--- src/rtl/spi_pkg.sv ---
// rtl/spi_pkg.sv - shared state encoding and frame size for the SPI slave sequencer
package spi_pkg;

  localparam int FRAME_BITS_DEF = 8;
  localparam int CNT_W_DEF      = 4;

  typedef enum logic [3:0] {
    S_IDLE         = 4'd0,
    S_GET_ADDR     = 4'd1,
    S_ADDR_LATCH   = 4'd2,
    S_READ_WAIT    = 4'd3,
    S_READ_LOAD    = 4'd4,
    S_READ_SHIFT   = 4'd5,
    S_WRITE_SHIFT  = 4'd6,
    S_WRITE_COMMIT = 4'd7,
    S_DONE         = 4'd8
  } spi_state_t;

endpackage

--- src/rtl/frame_bit_counter.sv ---
// rtl/frame_bit_counter.sv - per-frame SCLK bit counter with terminal flag
module frame_bit_counter #(
  parameter int FRAME_BITS = spi_pkg::FRAME_BITS_DEF,
  parameter int CNT_W      = spi_pkg::CNT_W_DEF
) (
  input  logic             i_clk,
  input  logic             i_reset_n,
  input  logic             i_clear,
  input  logic             i_inc,
  output logic [CNT_W-1:0] o_count,
  output logic             o_terminal
);

  logic [CNT_W-1:0] r_count;

  // Clear wins over increment so a frame boundary never leaks a stale count.
  always_ff @(posedge i_clk) begin
    if (!i_reset_n) begin
      r_count <= '0;
    end else if (i_clear) begin
      r_count <= '0;
    end else if (i_inc) begin
      r_count <= r_count + 1'b1;
    end
  end

  assign o_count    = r_count;
  assign o_terminal = i_inc && (r_count == CNT_W'(FRAME_BITS - 1));

endmodule

--- src/rtl/spi_control_fsm.sv ---
// rtl/spi_control_fsm.sv - SPI memory slave transaction sequencer (Moore, registered strobes)
module spi_control_fsm
  import spi_pkg::*;
#(
  parameter int FRAME_BITS = FRAME_BITS_DEF,
  parameter int CNT_W      = CNT_W_DEF
) (
  input  logic i_clk,
  input  logic i_reset_n,
  input  logic i_cs_n,
  input  logic i_sclk_pos,
  input  logic i_sclk_neg,
  input  logic i_rw_bit,
  output logic o_addr_we,
  output logic o_dm_we,
  output logic o_sr_load,
  output logic o_miso_en,
  output logic o_busy
);

  spi_state_t       r_state;
  logic             r_addr_we;
  logic             r_dm_we;
  logic             r_sr_load;
  logic             r_miso_en;
  logic             r_busy;
  logic             w_counting;
  logic             w_cnt_inc;
  logic             w_cnt_clr;
  logic             w_term;
  logic [CNT_W-1:0] w_count;
  logic             w_unused_sclk_neg;

  // sclk_neg only matters to the MISO buffer, not to frame sequencing.
  assign w_unused_sclk_neg = i_sclk_neg;

  assign w_counting = (r_state == S_GET_ADDR) || (r_state == S_READ_SHIFT) ||
                      (r_state == S_WRITE_SHIFT);
  assign w_cnt_inc  = w_counting && i_sclk_pos && !i_cs_n;
  // Holding the counter clear outside shift states zeroes it on every state entry.
  assign w_cnt_clr  = i_cs_n || !w_counting || w_term;

  frame_bit_counter #(
    .FRAME_BITS (FRAME_BITS),
    .CNT_W      (CNT_W)
  ) u_bit_cnt (
    .i_clk      (i_clk),
    .i_reset_n  (i_reset_n),
    .i_clear    (w_cnt_clr),
    .i_inc      (w_cnt_inc),
    .o_count    (w_count),
    .o_terminal (w_term)
  );

  always_ff @(posedge i_clk) begin
    if (!i_reset_n) begin
      r_state   <= S_IDLE;
      r_addr_we <= 1'b0;
      r_dm_we   <= 1'b0;
      r_sr_load <= 1'b0;
      r_miso_en <= 1'b0;
      r_busy    <= 1'b0;
    end else begin
      r_addr_we <= 1'b0;
      r_dm_we   <= 1'b0;
      r_sr_load <= 1'b0;
      r_miso_en <= 1'b0;
      r_busy    <= 1'b1;
      if (i_cs_n) begin
        r_state <= S_IDLE;
        r_busy  <= 1'b0;
      end else begin
        // Outputs are decoded from the state being entered, so each strobe
        // is high for exactly the one clk spent in its state.
        case (r_state)
          S_IDLE:         r_state <= S_GET_ADDR;
          S_GET_ADDR: begin
            if (w_term) begin
              r_state   <= S_ADDR_LATCH;
              r_addr_we <= 1'b1;
            end
          end
          S_ADDR_LATCH:   r_state <= i_rw_bit ? S_READ_WAIT : S_WRITE_SHIFT;
          S_READ_WAIT: begin
            r_state   <= S_READ_LOAD;
            r_sr_load <= 1'b1;
          end
          S_READ_LOAD: begin
            r_state   <= S_READ_SHIFT;
            r_miso_en <= 1'b1;
          end
          S_READ_SHIFT: begin
            if (w_term) r_state   <= S_DONE;
            else        r_miso_en <= 1'b1;
          end
          S_WRITE_SHIFT: begin
            if (w_term) begin
              r_state <= S_WRITE_COMMIT;
              r_dm_we <= 1'b1;
            end
          end
          S_WRITE_COMMIT: r_state <= S_DONE;
          S_DONE:         r_state <= S_DONE;
          default: begin
            r_state <= S_IDLE;
            r_busy  <= 1'b0;
          end
        endcase
      end
    end
  end

  assign o_addr_we = r_addr_we;
  assign o_dm_we   = r_dm_we;
  assign o_sr_load = r_sr_load;
  assign o_miso_en = r_miso_en;
  assign o_busy    = r_busy;

endmodule

--- config.mk ---
export PLATFORM = sky130hd
export DESIGN_NAME = spi_control_fsm
export DESIGN_NICKNAME = d
export VERILOG_FILES = /design/src/rtl/spi_pkg.sv /design/src/rtl/frame_bit_counter.sv /design/src/rtl/spi_control_fsm.sv
export SDC_FILE = /design/constraint.sdc
export NUM_CORES = 1
export LEC_CHECK = 0
export ABC_AREA = 1
export CORE_AREA = 2 2 39 41
export CTS_BUF_LIST = sky130_fd_sc_hd__clkbuf_4 sky130_fd_sc_hd__clkbuf_8
export DETAILED_ROUTE_END_ITERATION = 6
export DIE_AREA = 0 0 41 43
export HOLD_SLACK_MARGIN = 0.03
export PLACE_DENSITY_LB_ADDON = 0.2
export REMOVE_ABC_BUFFERS = 1
export SYNTH_ARGS = -nofsm -noshare
export SYNTH_HDL_FRONTEND = slang
export SYNTH_SLANG_ARGS = --single-unit
--- constraint.sdc ---
create_clock -name i_clk -period 2.8 [get_ports i_clk]
set_input_delay 0.28 -clock i_clk [delete_from_list [all_inputs] [get_ports i_clk]]
set_output_delay 0.28 -clock i_clk [all_outputs]
set_load 0.02 [all_outputs]
# After elaboration in Yosys (flattened, before gate mapping)
# Index checks and enable logic that the tools add are counted.
# classes
n_mux,10
n_reduce_logical,17
n_eq_ne,12
bitwise_logic,3
addsub,1
# ops
operator,n
$pmux 4 s8,1
$eq 4x3->1 const B,5
$mux 4,3
$reduce_or 9->1,1
$eq 4x2->1 const B,2
$ne 2x2->1 const B,3
$reduce_or 2->1,3
$reduce_or 3->1,2
$add 4x1->4 const B,1
$eq 4x1->1 const B,1
$eq 4x4->1 const B,1
$logic_not 4->1,1
$logic_or 1x1->1,4
$mux 1,4
$logic_and 1x1->1,3
$mux 3,1
$not 1->1,3
$reduce_and 3->1,1
$logic_not 1->1,2
$pmux 1 s2,1
# word_totals
input_bits,6
out_inout_bits,5
regBits,13
wordCells,50

# Longest topological paths before layout
# Gate-level depths: netlist of the first run.
# depth
word_depth,8
ltp_mapped,8

# Hierarchy
# From an unflattened synthesis of the first run, not the netlist that was laid out.
# unflattened
cells_unflattened,86
hier_area_um2,589.3
# by_module_without_submodules
mod,seq_area_each_um2,area_each_um2,instances,cells_each
spi_control_fsm,180.2,412.9,1,62
frame_bit_counter,80.1,176.4,1,24

# Least setup slack after synthesis of the first run
# OpenSTA, ideal clock, no wires.
# synth_path
path_kind,register to register
from,"register u_bit_cnt.r_count[0], in the netlist u_bit_cnt.o_count[0]"
to,register r_state[0]
required_ns,2.687
slack_ns,1.673
t_arrival_ns,1.014
stages_incl_launch_ff,7
cell_sequence,dfxtp_1 > ha_1 > nand3_2 > o21ai_4 > nand2_1 > nand2_1 > nor2_1
# synth_via
elab_chain_cells,4
word_cells_on_any_way,6
cone_classes,eq/ne: 4; reduce/logical: 2
# synth_lines
item,line,rtl
"start, declared",frame_bit_counter.sv:14,logic [CNT_W-1:0] r_count;
"start signal, assigned",frame_bit_counter.sv:23,r_count <= r_count + 1'b1;
$eq 4x3->1 (*),frame_bit_counter.sv:28,assign o_terminal = i_inc && (r_count == CNT_W'(FRAME_BITS - 1));
$logic_and 1x1->1 (*),frame_bit_counter.sv:28,
$ne 2x2->1 (no line),-,
$reduce_and 3->1 (no line) (*),-,
"end signal, assigned",spi_control_fsm.sv:83,S_ADDR_LATCH: r_state <= i_rw_bit ? S_READ_WAIT : S_WRITE_SHIFT;
"end, declared",spi_control_fsm.sv:21,spi_state_t r_state;
# Mark *: on every way between the ends. The rest lies on a longest branch, timed or not.
# A chain may end at the register's enable or synchronous reset.

# Final worst setup path of the first run
# layout_path
from,"register r_sr_load, in the netlist o_sr_load"
to,output o_sr_load
# layout_rtl
item,line,rtl
"start, declared",spi_control_fsm.sv:24,logic r_sr_load;
"start signal, assigned",spi_control_fsm.sv:60,r_sr_load <= 1'b0;
"start signal, assigned",spi_control_fsm.sv:66,r_sr_load <= 1'b0;
"start signal, assigned",spi_control_fsm.sv:86,r_sr_load <= 1'b1;
"end, declared",spi_control_fsm.sv:16,"output logic o_sr_load,"
# No word-level cell between the ends.

==> results_dict.tcl, run 1 <==
set metrics [dict create \
    critPathLaunchType "flip-flop" \
    slew_viol_final 0 \
    yosys-top-cells-count "22 x nand2_1, 18 x nor2_1, 13 x dfxtp_1, 13 x inv_1, 8 x nand3_1" \
    synthDominantCellAreaShare_pct 36.6 \
    syn_inst 101 \
    die_w_um 41 \
    maxCapViolCount 0 \
    cts-root-buf "clkbuf_4" \
    cts.clk_slew.worst_paths_ns 0.08 \
    post_cts_resized 0 \
    gp_congestion 0.716 \
    final_core_util_pct 61.6 \
    worst_pin_slew_ns 0.340 \
    htree_num_levels 1 \
    setup_ws_ns 1.34 \
    peakVddDrop_mv 0.258 \
    insertion_delay_ns 0.28 \
    ys.warnings.count 0 \
    start_util_pct 51.4 \
    slowest_stage "clkdlybuf4s50_1" \
    outcome "finished, final reports clean" \
    cts.sinks 13 \
    drc_errors 0 \
    synthMostInstantiatedCell "nand2_1" \
    yosysUniqueCellTypes 21 \
    fin_nets 122 \
    worstHoldPathCells 2 \
    die_h_um 43 \
    die_area_sq_um 1760 \
    cts_tree "done" \
    min_path_type "reg -> reg" \
    crit_family "buffers and inverters" \
    diodes 0 \
    fp-row-count 14 \
    power.leakage_nw 0.382 \
    synth_area_leader_cell "dfxtp_1" \
    setup_violations 0 \
    wire_per_inst_um 9.62 \
    drtAntennaViolNets 0 \
    fin_worst_skew_ns 0.00715 \
    cts_hold_buffers 0 \
    drt_iter0_drc 10 \
    grt_usage_pct 19.5 \
    synth_edf_count 0 \
    place_hpwl_um 986 \
    arrival_ns 1.18 \
    rsz0062_at_grt "no" \
    dr_total_vias 645 \
    p_per_area_nw_per_um2 447 \
    ys_ff_latch 13 \
    overflow 0 \
    grt_max_degree 11 \
    synthesis.area_sq_um 712 \
    crit_buf_inv 1 \
    vias_per_cell 4.96 \
    end_kind "primary output" \
    path_depth 1 \
    min_period_ns 1.46 \
    r2r_cells 6 \
    critical_path_class "reg -> out" \
    finalHoldViolations 0 \
    drive_gt1_share_pct 14.0 \
    synth-seq-area-share_pct 36.6 \
    ys.flop_type "dfxtp_1" \
    post-route-period-util_pct 52.3 \
    numCtsBuffers 3 \
    dp_slack_ns 1.25 \
    worst_path_largest_cell_delay_ns 0.59 \
    dr.pass1.iters 4 \
    cts_setup_buffers 0 \
    synthArstFlopShare_pct 0 \
    core_sq_um 1380 \
    io_pins 11 \
    antenna_found_initial 0 \
    syn_avg_cell_area_sq_um 7.05 \
    fmax_mhz 683 \
    grt_pass1_wl_mm 2.33 \
    tns_ns 0 \
    clockBufferDepth 2 \
    synth_area_leaders "dfxtp_1 37%, nand2_1 12%, nor2_1 9.5%" \
    totalWireLength_mm 1.25 \
    numPortBuffers 9 \
    maxSlewHeadroom_pct 77.2 \
    critPathRequiredTime_ns 2.52 \
    cp_max_fo 1 \
    area_growth_pct 19.7 \
    grt_pass1_vias 590 \
    path_cells "clkdlybuf4s50_1" \
]
[where the power goes]
part           internal (W)  switching [W]
logic             0.0000236      0.0000362
registers          0.000189     0.00000473
clock network     0.0000649      0.0000623
[metal layers]
layer  vias to the layer above  GRT usage, %  wire length, um
met2                        12          30.3              625
met5                         -             0                0
met1                       279          23.6              553
met4                         0          12.0               23
met3                         4          3.14               49
li1                        350             -                -
[worst paths after layout]
path / endpoint / startpoint / slack, ns
worst max register to register: r_state[0] / u_bit_cnt.o_count[0] / 1.55
worst min-delay path: u_bit_cnt.o_count[3] / u_bit_cnt.o_count[3] / 0.48
worst min register to register: u_bit_cnt.o_count[3] / u_bit_cnt.o_count[3] / 0.48
worst max-delay path: o_sr_load / o_sr_load / 1.34
[sequential cells by signal, indices dropped and copies added, names as in the netlist]
register / count
o_miso_en: 1
o_sr_load: 1
o_dm_we: 1
o_addr_we: 1
o_busy: 1
u_bit_cnt.o_count: 4
r_state: 4
[stage by stage]
stage          area [sq um]  hold WS [ns]  std cells  power (W)
5_1_grt                 852         0.525        130   0.000403
3_5_place_dp            822         0.475        126   0.000258
2_1_floorplan           712         0.456        101   0.000242
4_1_cts                 852         0.488        130   0.000387
3_3_place_gp            822         0.474        126   0.000257
6_report                852         0.485        130   0.000381
[cell families after synthesis]
logic type / synth area share, %
and+or+nand+nor: 42.9
buffers and inverters: 7.91
DFF: 36.6
AOI/OAI and AO/OA: 9.67
xor gates and xnor gates: 1.23
adders and majority gates: 1.76
[placed cells by master, fill, tap and decap left out]
master,synthesis,layout
a21oi_1,5,5
and3_1,1,1
clkbuf_4,0,4
clkdlybuf4s50_1,0,9
dfxtp_1,13,13
ha_1,1,1
inv_1,13,13
inv_2,2,2
nand2_1,22,22
nand2_2,2,2
nand2_4,1,1
nand2_8,1,1
nand3_1,8,8
nand3_2,3,3
nand3b_1,1,1
nand4_1,1,1
nor2_1,18,18
nor2_2,1,1
nor3_1,3,3
o211ai_1,2,2
o211ai_2,1,1
o21ai_4,1,1
xor2_1,1,1
[cell type report]
type	count	area, sq um
fillers	139	532
inverters	15	56.3
multi-input cells	73	395
flip-flops and latches	13	260
well taps	16	20.0
clock buffers	4	30.0
repair buffers	9	90.1
No activity file was read; power rests on OpenSTA's default activity.
==> run 2, diff against run 1 <==
- CORE_AREA: 2 2 39 41 -> default
- CORE_MARGIN: default -> 2
- CORE_UTILIZATION: default -> 49
- DIE_AREA: 0 0 41 43 -> default
- clock period: 2.8 -> 1.2 ns (I/O delays scaled with it)
==> results_dict.tcl, run 2 (same netlist as run 1, synthesis figures left out) <==
set metrics [dict create \
    outcome "finished, final reports clean" \
    slowest_stage "dfxtp_1" \
    cts.sinks 13 \
    dp_slack_ns -0.121 \
    critPathLaunchType "flip-flop" \
    setup_violations 0 \
    layout_common_cells "22 x nand2_1, 17 x nor2_1, 13 x inv_1, 9 x dfxtp_1, 8 x nand3_1" \
    die_h_um 42.1 \
    fin_nets 127 \
    grt_usage_pct 18.3 \
    worstHoldPathCells 2 \
    htree_num_levels 1 \
    area_growth_pct 29.2 \
    final-seq-area_sq_um 265 \
    fp-row-count 13 \
    grt_max_degree 11 \
    cts_hold_buffers 0 \
    insertion_delay_ns 0.28 \
    min_period_ns 1.16 \
    die_area_sq_um 1770 \
    path_common_cell "nand2_1" \
    fmax_mhz 861 \
    dr_total_vias 674 \
    post-route-period-util_pct 96.8 \
    antenna_found_initial 0 \
    drtAntennaViolNets 0 \
    grt_pass1_vias 606 \
    numPortBuffers 9 \
    gp_congestion 0.853 \
    path_depth 6 \
    worst_pin_slew_ns 0.241 \
    worst_path_largest_cell_delay_ns 0.38 \
    cts-root-buf "clkbuf_4" \
    io_pins 11 \
    place_hpwl_mm 1.10 \
    start_util_pct 53.4 \
    totalWireLength_mm 1.43 \
    core_sq_um 1330 \
    crit_buf_inv 0 \
    path_cells "ha_4 -> nand3_4 -> o21ai_4 -> nand2_1 -> nand2_1 -> nor2_1" \
    cts.clk_slew.worst_paths_ns 0.07 \
    wire_per_inst_um 10.6 \
    grt_pass1_wl_mm 2.42 \
    multi_input_area_sq_um 428 \
    maxSlewHeadroom_pct 83.9 \
    r2r_cells 6 \
    rsz0062_at_grt "yes" \
    slew_viol_final 0 \
    min_path_type "reg -> reg" \
    critPathRequiredTime_ns 1.38 \
    overflow 0 \
    maxCapViolCount 0 \
    drt_iter0_drc 11 \
    cts_tree "done" \
    diodes 0 \
    critical_path_class "reg -> reg" \
    fin_worst_skew_ns 0.00339 \
    vias_per_cell 5.03 \
    finalHoldViolations 0 \
    drc_errors 0 \
    setup_ws_ns 0.0382 \
    numCtsBuffers 3 \
    dr.pass1.iters 4 \
    fillers 129 \
    crit_family "flip-flops" \
    cp_max_fo 5 \
    end_kind "flip-flop" \
    p_per_area_nw_per_um2 968 \
    power.leakage_nw 0.431 \
    arrival_ns 1.34 \
    peakVddDrop_mv 0.864 \
    die_w_um 42.1 \
    clockBufferDepth 2 \
    drive_gt1_share_pct 23.5 \
    layout_commonest_cell "nand2_1" \
    placed_cell_area_sq_um 858 \
    stdcell_area_sq_um 920 \
]
[run 2: final timing paths]
check | startpoint | to | slack, ns
worst max register to register | u_bit_cnt.o_count[1] | r_state[0] | 0.04
worst min register to register | u_bit_cnt.o_count[3] | u_bit_cnt.o_count[3] | 0.49
worst max-delay path | u_bit_cnt.o_count[1] | r_state[0] | 0.04
worst min-delay path | u_bit_cnt.o_count[3] | u_bit_cnt.o_count[3] | 0.49
[run 2: per-layer routing]
metal  vias to the layer above  GRT usage [%]  wire length (um)
met1                       294           21.0               626
met4                         0           7.50                14
li1                        359              -                 -
met5                         -              0                 0
met3                         2           7.76               100
met2                        19           29.7               686
[run 2: final cells by class]
class,instances,share of cell area (%)
Clock buffer,4,3.27
Timing Repair Buffer,14,13.2
Inverter,15,6.12
Sequential cell,13,28.8
Multi-Input combinational cell,73,46.5
Tap cell,15,2.04
[run 2: stage by stage]
| step | power, W | hold WS, ns | utilization, % | cells | setup TNS (ns) |
|---|---|---|---|---|---|
| after floorplan | 0.000564 | 0.325 | - | 101 | 0 |
| after global placement | 0.000604 | 0.471 | 64.4 | 130 | -0.255 |
| after detailed placement | 0.000607 | 0.482 | 64.4 | 130 | -0.492 |
| after CTS | 0.000897 | 0.492 | 66.7 | 134 | 0 |
| after global routing | 0.000943 | 0.526 | 68.9 | 134 | -0.0379 |
| final | 0.000890 | 0.493 | 68.9 | 134 | 0 |
[run 2: worst min-delay path, cell delays in order, from the launching register on]
cell and delay (ns):
dfxtp_1 0.33, nand2_1 0.07, a21oi_1 0.05
[run 2: repair_timing]
item,4_1_cts,5_1_grt
resized for setup,6,9
setup buffers,0,0
pin swaps,0,2
endpoints found under the setup margin,7,11
[run 2: where the power goes]
| group | switching [W] | leakage, nW | internal [W] |
|---|---|---|---|
| logic | 0.0000870 | 0.306 | 0.0000589 |
| clock network | 0.000138 | 0.0184 | 0.000152 |
| registers | 0.0000125 | 0.107 | 0.000442 |
